$ cat config.mk
export PLATFORM = sky130hd
export DESIGN_NAME = mpc_channel_kob
export DESIGN_NICKNAME = d
export VERILOG_FILES = /design/src/rtl/mpc_channel_kob.sv
export SDC_FILE = /design/constraint.sdc
export NUM_CORES = 1
export LEC_CHECK = 0
export ABC_AREA = 1
export BUFFER_PORTS_ARGS = -buffer_cell sky130_fd_sc_hd__buf_2
export CORE_ASPECT_RATIO = 1.4
export CORE_MARGIN = 3
export CORE_UTILIZATION = 60
export CTS_CLUSTER_SIZE = 14
export DETAILED_ROUTE_END_ITERATION = 10
export GPL_ROUTABILITY_DRIVEN = 0
export PLACE_DENSITY = 0.79
export SETUP_SLACK_MARGIN = 0.5
export SLEW_MARGIN = 5
export SYNTH_ARGS = -nofsm -noshare
export SYNTH_HDL_FRONTEND = slang
export SYNTH_SLANG_ARGS = --single-unit
$ cat constraint.sdc
create_clock -name clk_i -period 5 [get_ports clk_i]
set_input_delay 0 -clock clk_i [delete_from_list [all_inputs] [get_ports clk_i]]
set_output_delay 0 -clock clk_i [all_outputs]
set_load 0.05 [all_outputs]
$ cat src/rtl/mpc_channel_kob.sv
// Keep-order buffer for one memory channel: hands out slot IDs in order, collects
// bank responses out of order, and releases them strictly in allocation order.
module mpc_channel_kob #(
    parameter int         KOB_SIZE   = 8,
    parameter logic [1:0] CHANNEL_ID = 2'd0
) (
    input  logic         clk_i,
    input  logic         rst_ni,
    input  logic         alloc_valid_i,
    output logic         alloc_ready_o,
    output logic [2:0]   alloc_rob_id_o,
    input  logic         rc_valid_i,
    input  logic [132:0] rc_rsp_i,
    output logic         rsp_valid_o,
    input  logic         rsp_ready_i,
    output logic [127:0] rsp_o,
    output logic [3:0]   count_o,
    output logic         err_o
);

    localparam int IDX_W = $clog2(KOB_SIZE);
    localparam int CNT_W = IDX_W + 1;

    logic [KOB_SIZE-1:0] pending_q;
    logic [KOB_SIZE-1:0] done_q;
    logic [127:0]        rdata_q [KOB_SIZE];
    logic [IDX_W-1:0]    head_q;
    logic [IDX_W-1:0]    tail_q;
    logic [CNT_W-1:0]    count_q;
    logic                err_q;

    logic [1:0]       rc_channel;
    logic [IDX_W-1:0] rc_id;
    logic [127:0]     rc_data;
    logic             rc_accept;
    logic             rc_error;
    logic             alloc_fire;
    logic             retire_fire;

    // rc_rsp_i layout: {channel_id[1:0], rob_id[2:0], rdata[127:0]}
    assign rc_channel = rc_rsp_i[132:131];
    assign rc_id      = rc_rsp_i[128 +: IDX_W];
    assign rc_data    = rc_rsp_i[127:0];

    // Handshakes: a transfer happens on a rising edge where valid and ready are both
    // high; ready never depends on the partner's valid, and a raised rsp_valid_o with
    // its rsp_o holds until taken.
    assign alloc_ready_o  = (count_q < CNT_W'(KOB_SIZE));
    assign alloc_rob_id_o = 3'(tail_q);
    assign alloc_fire     = alloc_valid_i && alloc_ready_o;

    assign rsp_valid_o = pending_q[head_q] && done_q[head_q];
    assign rsp_o       = rdata_q[head_q];
    assign retire_fire = rsp_valid_o && rsp_ready_i;

    // Only an outstanding, not-yet-completed slot of this channel may be written.
    assign rc_accept = rc_valid_i && (rc_channel == CHANNEL_ID)
                       && pending_q[rc_id] && !done_q[rc_id];
    assign rc_error  = rc_valid_i && !rc_accept;

    assign count_o = 4'(count_q);
    assign err_o   = err_q;

    always_ff @(posedge clk_i) begin
        if (!rst_ni) begin
            pending_q <= '0;
            done_q    <= '0;
            head_q    <= '0;
            tail_q    <= '0;
            count_q   <= '0;
            err_q     <= 1'b0;
        end else begin
            if (alloc_fire) begin
                pending_q[tail_q] <= 1'b1;
                done_q[tail_q]    <= 1'b0;
                tail_q            <= tail_q + 1'b1;
            end
            if (rc_accept) begin
                done_q[rc_id] <= 1'b1;
            end
            // The retiring head is done, so it can never be the slot allocated or
            // completed in this same cycle.
            if (retire_fire) begin
                pending_q[head_q] <= 1'b0;
                done_q[head_q]    <= 1'b0;
                head_q            <= head_q + 1'b1;
            end
            case ({alloc_fire, retire_fire})
                2'b10:   count_q <= count_q + 1'b1;
                2'b01:   count_q <= count_q - 1'b1;
                default: count_q <= count_q;
            endcase
            if (rc_error) begin
                err_q <= 1'b1;
            end
        end
    end

    // Payload storage carries no reset; validity lives in pending_q/done_q.
    always_ff @(posedge clk_i) begin
        if (rc_accept) begin
            rdata_q[rc_id] <= rc_data;
        end
    end

endmodule

-- Word-level counts from Yosys, hierarchy flattened
Memories as Yosys holds them, arrays and structs flattened. A register that Yosys moved wholly into a read port is not among the register bits.
Cells that the tools add are included.
Widths: inputs -> output; s select.
- bits in registers: 27
- RAM bits: 1024
- memories: 1
- add/subtract/negate cells: 4
- $lt $le $gt $ge: 7
- eq/ne operators: 2
- mux-type cells: 27
- bitwise logic cells: 7
- reduce and logical (&&, ||, !) cells: 14
- memory list (memory ; words ; width ; rd ports ; clocked after Yosys merged registers in ; wr ports ; line ; RTL):
    rdata_q ; 8 ; 128 ; 1 ; 1 ; 1 ; 26 ; logic [127:0] rdata_q [KOB_SIZE];
- operators with widths (kind ; number):
    $mux 8 ; 8
    $and 8x8->8 ; 3
    $not 8->8 ; 2
    $or 8x8->8 ; 2
    $bmux 1 s3 ; 4
    $lt 3x4->1 const B ; 3
    $logic_and 1x1->1 ; 10
    $demux 1 s3 ; 3
    $ge 3x1->1 const B ; 3
    $mux 1 ; 9
    $pmux 4 s2 ; 1
    $add 3x1->3 const B ; 2
    $mux 3 ; 2
    $add 4x1->4 const B ; 1
    $lt 4x4->1 const B ; 1
    $sub 4x1->4 const B ; 1
    $eq 2x1->1 const B ; 1
    $eq 2x2->1 const B ; 1
    $logic_not 1->1 ; 2
    $logic_not 2->1 ; 1
    $reduce_bool 2->1 ; 1

-- Longest topological paths before layout
Gate-level depths: netlist of run 1.
- word-level depth: 13
- depth in mapped cells: 18

-- Worst setup path before layout of run 1
No wires, ideal clock.
- path type: register to register
- from: register pending_q[6]
- to: memory rdata_q[1][0], enable pin
- arrival: 3.418 ns
- slack: 1.101 ns
- stages on the path, launching flop included: 9
- path buffers: 0
- period minus slack after synthesis: 3.899 ns
- path through: dfxtp_1 > inv_1 > o21ai_0 > nand2_1 > nand2_1 > nand2_1 > nand2_2 > nand3_2 > inv_1
- word-level cells in the longest chain between the ends: 6
- RTL lines (element ; line ; RTL):
    from (decl) ; 24 ; logic [KOB_SIZE-1:0] pending_q;
    from (signal assigned) ; 66 ; pending_q <= '0;
    from (signal, indexed assignment) ; 74 ; pending_q[tail_q] <= 1'b1;
    from (signal, indexed assignment) ; 84 ; pending_q[head_q] <= 1'b0;
    $bmux 1 s3 ; 58 ; && pending_q[rc_id] && !done_q[rc_id];
    $mux 1 (implied by the code) ; 58 ;
    $logic_and 1x1->1 (2 in series) ; 58 ;
    $mux 1 ; 101 ; if (rc_accept) begin
    $mux 1 (implied by the code) ; 102 ; rdata_q[rc_id] <= rc_data;
    to (decl) ; 26 ;
No other way between the ends. The select of a mux whose other input is x is not followed.

==> metrics.csv, run 1 <==
stage;metric;value;unit
placed_design;dp_hpwl;49200;um
timing;maxSlewHeadroom;19.0;%
global_route;grt.busiest_layer;met2;
yosys;yosysWarnings;0;
yosys;synth_nets;3323;
floorplanning;start_util;61.1;%
critical_path;worstSetupPathType;flop to output pin;
routing;dr_total_vias;27200;
global_route;met2_usage;46.0;%
yosys;yosysTopAreaCell;edfxtp_1;
critical_path;critPathLaunchType;flop;
cts;ctsResizeCount;0;
min_path;min_path_cells;10;
global_route;antenna_found_initial;11;
pwr;vdd_ir_drop_max;393;uV
critical_path;worstReg2RegEnd;count_o[2];
critical_path;r2r_cells;17;
yosys;ys_seq_elements;1054;
floorplanning;rows;112;
routing;route.detailed.drc;0;
cts;clockRootBuffer;clkbuf_16;
critical_path;required;5000;ps
floorplanning;die_h;316;um
cts;numCtsBuffers;94;
run_status;status;finished, final reports clean;
routing;dr.first_iter.drc_count;3103;
timing;fmax;0.266;GHz
pwr;internal-power;13.7;mW
routing;avgViaCountPerCell;6.11;
timing;timing.hold.ws;29.9;ps
routing;wl_per_cell;22.0;um
floorplanning;coreArea;0.0673;mm^2
critical_path;rrSetupSlack;1950;ps
layout;drive_above_1_share;12.8;%
cts;cts_tree;built;
floorplanning;die_w;227;um
pwr;total_leakage_power;16.2;nW
yosys;synth_cell_type_count;30;
cts;path_clk_slew;70;ps
routing;wirelength;97900;um
pwr;p_total;16.9;mW
yosys;ys_seq_area_share;76.3;%
global_route;grt_pass1_wl;150000;um
layout;final_util;70.3;%
timing;period_share;75.1;%
placed_design;place_inst;4130;
floorplanning;num_io_pins;276;
routing;first_pass_iters;6;
timing;final-hold-violation-count;0;
timing;finalSetupTns;0;ps
critical_path;crit_arrival;3760;ps
timing;period_needed;3760;ps
pwr;power.density;357;mW/mm^2
cts;clockBufferDepth;3;
floorplanning;dieArea;0.0717;mm^2
cts;htree_levels;3;
yosys;ys_top_cells_by_area;edfxtp_1 (75%), nor2_1 (8.5%), o21ai_0 (5.3%);
yosys;postSynthAreaPerCell;12.9;um^2
routing;ant_nets;0;
timing;worst-slew-pin-transition;1220;ps
yosys;mappedNetlistArea;0.0411;mm^2
layout;nets;3654;
layout;finalNonFillerCells;4447;
global_route;track_usage;27.0;%
min_path;hold_class;input port to flop;
timing;drv_slew;0;
timing;rsz0062_at_grt;false;
critical_path;worstReg2RegStart;head_q[0];
flow_run;maxCapViolCount;0;
min_path;worstHoldStart;rc_rsp_i[132];
critical_path;crit_path_end_kind;output pin;
critical_path;cp_max_fo;191;
cts;clock_sinks;1054;
global_route;met1_usage;34.5;%
timing;setup_viol;0;
placed_design;io_buffers;275;
min_path;whs_endpoint;done_q[7];
global_route;grt_max_degree;235;
global_route;grt_overflow;0;
pwr;p_comb_share;1.9;%
timing;finalClockSkew;27.5;ps
global_route;grt_use_met3;5.64;%
layout;syn_to_final_growth;15.2;%
cts;insertion_delay;660;ps
pwr;p_switching;3.21;mW
yosys;synth_top_area_share;74.9;%
pwr;p_seq_share;57.5;%
pwr;power_frac_clock;40.6;%
pwr;sw_frac_of_total;19.0;%
yosys;syn_inst;3180;
global_route;grt_pass1_vias;27100;
placed cells by master (no fill, tap or decap), types with 13 or more instances in the layout:
cell type | synthesis | layout
edfxtp_1 | 1024 | 1024
nor2_1 | 935 | 935
o21ai_0 | 433 | 433
buf_2 | 54 | 275
dlygate4sd3_1 | 0 | 140
a31oi_1 | 132 | 132
o22ai_1 | 128 | 128
clkbuf_16 | 0 | 97
o21ai_1 | 89 | 89
nand2_1 | 72 | 72
inv_1 | 46 | 37
dfxtp_1 | 30 | 28
clkbuf_1 | 107 | 26
clkinv_1 | 0 | 21
nand3_1 | 19 | 19
buf_4 | 19 | 13
layer usage:
metal,wire length (um),part of all wire [%],vias up
met5,9,0.0092,-
met4,2420,2.5,2
met3,8520,8.7,182
met2,50200,51,1359
met1,36700,37,13400
li1,-,-,12200
power groups by stage:
stage               combinational [mW]  sequential, mW  clock (mW)
CTS                              0.319            9.70        6.92
detailed placement               0.224            9.89           0
global placement                 0.206            9.89           0
floorplan                       0.0469            9.91           0
finish                           0.324            9.70        6.85
global route                     0.353            9.69        7.28
metrics by stage:
| stage | cell area (um^2) | setup slack (ps) |
|---|---|---|
| after floorplan | 41100 | 1100 |
| after global placement | 43000 | 1970 |
| after detailed placement | 43000 | 2010 |
| after CTS | 47300 | 1300 |
| after global routing | 47300 | 1060 |
| final | 47300 | 1240 |
logic make-up (layout without fill, tap and decap cells):
group	after synthesis	after routing	synth area share, %
AND/OR/NAND/NOR	1061	1061	10.1
flip-flops	1054	1054	76.3
AO/OA/AOI/OAI	796	796	10.5
buffers and inverters	259	659	2.80
adder cells (fa/ha/maj)	5	5	0.152
XOR/XNOR	5	5	0.107
other	0	12	0
timing repair:
| item | in CTS | in global routing |
|---|---|---|
| setup buffers | 0 | 0 |
| hold buffers | 140 | 0 |
| hold endpoints to repair | 1054 | 0 |
registers in the layout (all words and copies together) (netlist names), named ones only:
| register | cells |
|---|---|
| head_q | 3 |
| count_o | 4 |
| done_q | 8 |
| err_o | 1 |
| alloc_rob_id_o | 3 |
| rdata_q | 1024 |
| pending_q | 8 |
Yosys cell counts:
library cell	count
a31oi_1	132
nand3_1	19
nand3_2	10
dfxtp_1	30
ha_1	5
xor2_1	4
inv_2	7
buf_1	20
nor2_1	935
inv_1	46
o31ai_1	4
buf_2	54
xnor2_1	1
nor3_1	4
nand2_1	72
nand2_2	2
clkbuf_1	107
o21ai_1	89
nand4_1	8
nor2_2	8
o21ai_0	433
nor2_4	1
inv_4	1
edfxtp_1	1024
buf_6	5
nor2_8	1
buf_4	19
nand3b_1	1
o22ai_1	128
a21oi_1	10
worst max-delay path by stage:
| stage | slack, ps | cells after the start | endpoint |
|---|---|---|---|
| after CTS | 1300 | 7 | rsp_o[36] |
| after global routing | 1060 | 7 | rsp_o[22] |
| after detailed placement | 2010 | 7 | rsp_o[106] |
| final | 1240 | 7 | rsp_o[36] |
| after floorplan | 1100 | 8 | rdata_q[1][0] |
| after global placement | 1970 | 7 | rsp_o[119] |
final cells by class:
cell class,instances,area [um^2]
clock inverter,39,320
timing repair buffer,440,3120
tap,855,1070
clock buffer,126,2570
multi-input combinational,1867,8570
sequential,1054,31400
antenna,12,30.0
inverter,54,270
fill,4226,20000
critical path, stage by stage (launching register included):
cell	delay [ps]
dfxtp_4	550
buf_12	450
buf_4	690
o21ai_0	200
o22ai_1	210
nor2_1	70
a31oi_1	270
buf_2	330
Power figures use the tool's default switching activity.
==> run 2: changes to the inputs <==
--- a/config.mk
+++ b/config.mk
@@ -5,7 +5,7 @@
 export SDC_FILE = /design/constraint.sdc
 export NUM_CORES = 1
 export LEC_CHECK = 0
-export ABC_AREA = 1
+export ABC_AREA = 0
 export BUFFER_PORTS_ARGS = -buffer_cell sky130_fd_sc_hd__buf_2
 export CORE_ASPECT_RATIO = 1.4
 export CORE_MARGIN = 3
==> constraint.sdc (replaced) <==
create_clock -name clk_i -period 3.5 [get_ports clk_i]
set_input_delay 0 -clock clk_i [delete_from_list [all_inputs] [get_ports clk_i]]
set_output_delay 0 -clock clk_i [all_outputs]
set_load 0.05 [all_outputs]
==> metrics.csv, run 2 <==
stage;metric;value;unit;change
run_status;status;finished, final reports clean;;
timing;drv_slew;0;;unchanged
critical_path;crit_path_end_kind;flop;;
cts;clockRootBuffer;clkbuf_16;;
critical_path;crit_buf_inv;2;;-1
yosys;syn_inst;1690;;-47%
placed_design;io_buffers;275;;unchanged
pwr;p_comb_share;2.0;%;about the same
timing;period_needed;2860;ps;
layout;drive_above_1_share;38.8;%;+26 points
yosys;yosysMostFrequentCell;edfxtp_1;;
pwr;internal-power;19.7;mW;+45%
yosys;postSynthAreaPerCell;23.7;um^2;+84%
placed_design;dp_hpwl;46600;um;-5.4%
pwr;power_frac_clock;40.9;%;+0.3 points
pwr;p_seq_share;57.1;%;-0.4 points
pwr;vdd_ir_drop_max;471;uV;+20%
critical_path;critPathLaunchType;flop;;
routing;dr.first_iter.drc_count;1564;;-50%
critical_path;r2r_cells;12;;-5
global_route;antenna_found_initial;5;;-6
timing;rsz0062_at_grt;false;;
timing;finalClockSkew;18.1;ps;-9.44 ps
routing;wirelength;85500;um;-13%
layout;largest_reg_flops;1024;;unchanged
timing;maxSlewHeadroom;44.9;%;+26 points
critical_path;rrSetupSlack;640;ps;-1310 ps
cts;clock_sinks;1054;;unchanged
yosys;yosysTopAreaCell;edfxtp_1;;
critical_path;max_stage_delay;440;ps;-250 ps
yosys;ys_top_cells_by_count;edfxtp_1 (1024), mux4_2 (256), mux2_2 (129);;
critical_path;worst-path-stages;12;;+5
layout;regMostFlops;rdata_q;;
layout;syn_to_final_growth;18.4;%;
layout;finalNonFillerCells;3085;;-31%
yosys;ys_seq_area_share;78.2;%;+1.9 points
flow_run;maxCapViolCount;0;;unchanged
critical_path;required;4060;ps;-940 ps
layout;nets;2313;;-37%
min_path;min_path_cells;3;;-7
yosys;synth_nets;1833;;-45%
timing;setup_viol;0;;unchanged
cts;htree_levels;3;;unchanged
pwr;power.density;512;mW/mm^2;+43%
critical_path;cp_slowest_cell;dfxtp_2;;
yosys;ys_seq_elements;1054;;unchanged
yosys;mappedNetlistArea;0.0401;mm^2;-2.4%
pwr;total_leakage_power;15.1;nW;-6.7%
timing;period_share;81.7;%;
global_route;grt_max_degree;92;;-61%
routing;avgViaCountPerCell;6.26;;+2.5%
floorplanning;die_h;312;um;-1.2%
placed_design;place_inst;2774;;-33%
timing;finalSetupTns;0;ps;unchanged
routing;ant_nets;0;;unchanged
cts;cts_tree;built;;
pwr;sw_frac_of_total;18.7;%;-0.34 points
timing;fmax;0.350;GHz;
critical_path;crit_family;compound AO/OA/AOI/OAI gates;;
cts;insertion_delay;650;ps;about the same
critical_path;cp_max_fo;9;;-95%
yosys;synth_top_flop_cell;edfxtp_1;;
cts;path_clk_slew;70;ps;about the same
routing;dr_total_vias;19300;;-29%
timing;final-hold-violation-count;0;;unchanged
min_path;hold_class;input port to flop;;
critical_path;worstReg2RegStart;head_q[1];;
layout;fill_cells;3687;;-13%
layout;layout_commonest_cell;edfxtp_1;;
critical_path;crit_arrival;3420;ps;-340 ps
yosys;synth_cell_type_count;55;;+83%
yosys;ys_top_cells_by_area;edfxtp_1 (77%), mux4_2 (14%), mux2_2 (3.6%);;
routing;route.detailed.drc;0;;unchanged
floorplanning;rows;111;;-0.89%
timing;worst-slew-pin-transition;824;ps;-392 ps
cts;clockBufferDepth;3;;unchanged
yosys;synth_top_area_share;76.7;%;+1.8 points
floorplanning;num_io_pins;276;;unchanged
global_route;track_usage;25.1;%;-1.9 points
min_path;whs_endpoint;done_q[0];;
floorplanning;die_w;224;um;-1.2%
yosys;synth_edf_count;1024;;unchanged
floorplanning;start_util;60.9;%;-0.17 points
global_route;grt_overflow;0;;unchanged
pwr;p_switching;4.54;mW;+41%
cts;numCtsBuffers;94;;unchanged
routing;wl_per_cell;27.7;um;+26%
critical_path;worstSetupPathType;flop to flop;;
floorplanning;dieArea;0.0700;mm^2;-2.3%
critical_path;worstReg2RegEnd;count_o[2];;
yosys;async_reset_ff_share;0;%;unchanged
global_route;grt_pass1_wl;131000;um;-13%
layout;reg.largest.list;rdata_q: 1024 flops, done_q: 8 flops, pending_q: 8 flops;;
min_path;worstHoldStart;rc_rsp_i[129];;
critical_path;crit_chain;inv_1, a211oi_2, o31a_1, nand2_2, inv_1, ha_2, xor2_1, ha_1, a21oi_1, xnor2_1, or3_1, a21oi_1;;
yosys;yosysWarnings;0;;unchanged
routing;first_pass_iters;7;;+1
global_route;grt_pass1_vias;20900;;-23%
layout;layout_common_cells;edfxtp_1 (1024), buf_2 (275), mux4_2 (256), dlygate4sd3_1 (137), mux2_2 (129);;
floorplanning;coreArea;0.0658;mm^2;-2.1%
## run 2: cell count changes after synthesis, moves of 14 or more
cell,delta
clkbuf_1,-67
a31oi_1,-128
nor2_1,-914
inv_1,-33
buf_2,-27
buf_4,-15
o21ai_0,-420
o21ai_1,-89
mux2_2,+129
nand3_1,-14
nand2_1,-61
mux4_2,+256
o22ai_1,-127
mux2i_1,+16
## run 2: layer usage
layer	track usage (%)	vias up	share of wire, %
li1	-	8165	-
met5	0	-	0.056
met3	4.83	155	7.1
met4	7.99	8	2.6
met1	33.6	10200	38
met2	42.4	830	52
## run 2: worst max-delay path by stage
stage                          from             to  slack, ps
after global placement    head_q[0]     count_o[2]        490
final                     head_q[1]     count_o[2]        640
after CTS                 head_q[0]     count_o[2]        480
after detailed placement  head_q[0]     count_o[2]        320
after floorplan           done_q[6]  rdata_q[2][0]      -2130
after global routing      head_q[1]     count_o[2]        480
## run 2: kinds of logic (layout without fill, tap and decap cells)
kind of cell | count (synthesis) | count (layout) | synth area share (%)
flip-flops | 1054 | 1054 | 78.2
adder cells (fa/ha/maj) | 5 | 5 | 0.156
other | 0 | 1 | 0
AO/OA/AOI/OAI | 59 | 59 | 1.10
multiplexers | 401 | 401 | 18.4
buffers and inverters | 96 | 643 | 1.10
AND/OR/NAND/NOR | 70 | 70 | 0.921
XOR/XNOR | 5 | 5 | 0.109
## run 2: tightest hold or removal path: cells and delay by family
kind,cells,cell delay [ps]
compound gates,2,310
buf+inv,1,350
## run 2: metrics by stage
stage	utilization [%]	area, um^2	power [mW]	worst slack [ps]	hold WS, ps
after floorplan	-	40200	14.2	-2130	98.9
after global placement	65.3	43000	14.4	489	254
after detailed placement	65.3	43000	14.5	318	263
after CTS	71.9	47300	24.5	483	14.4
after global routing	72.1	47400	25.0	476	99.0
final	72.1	47400	24.3	642	72.6
## run 2: area by class of cell
class	count	area [um^2]	area share (%)
well taps	847	1060	2.23
diodes	1	2.50	0.00527
flip-flops and latches	1054	31400	66.1
inverters	13	53.8	0.113
multi-input cells	540	8430	17.8
clock inverters	34	353	0.744
clock buffers	129	2610	5.50
repair buffers	467	3570	7.52
## run 2: power groups by stage
stage	Combinational (mW)	Sequential, mW	Clock (mW)
3_5_place_dp	0.351	14.1	0
4_1_cts	0.486	13.9	10.1
2_1_floorplan	0.0925	14.2	0
5_1_grt	0.533	13.8	10.6
6_report	0.492	13.9	9.94
3_3_place_gp	0.321	14.1	0
## run 2: what timing repair did
item,CTS,global route
hold buffers,137,0
resized for setup,3,9
endpoints found under the hold margin,1050,0
pin swaps,0,1
buffers inserted,1,9
endpoints found under the setup margin,9,3
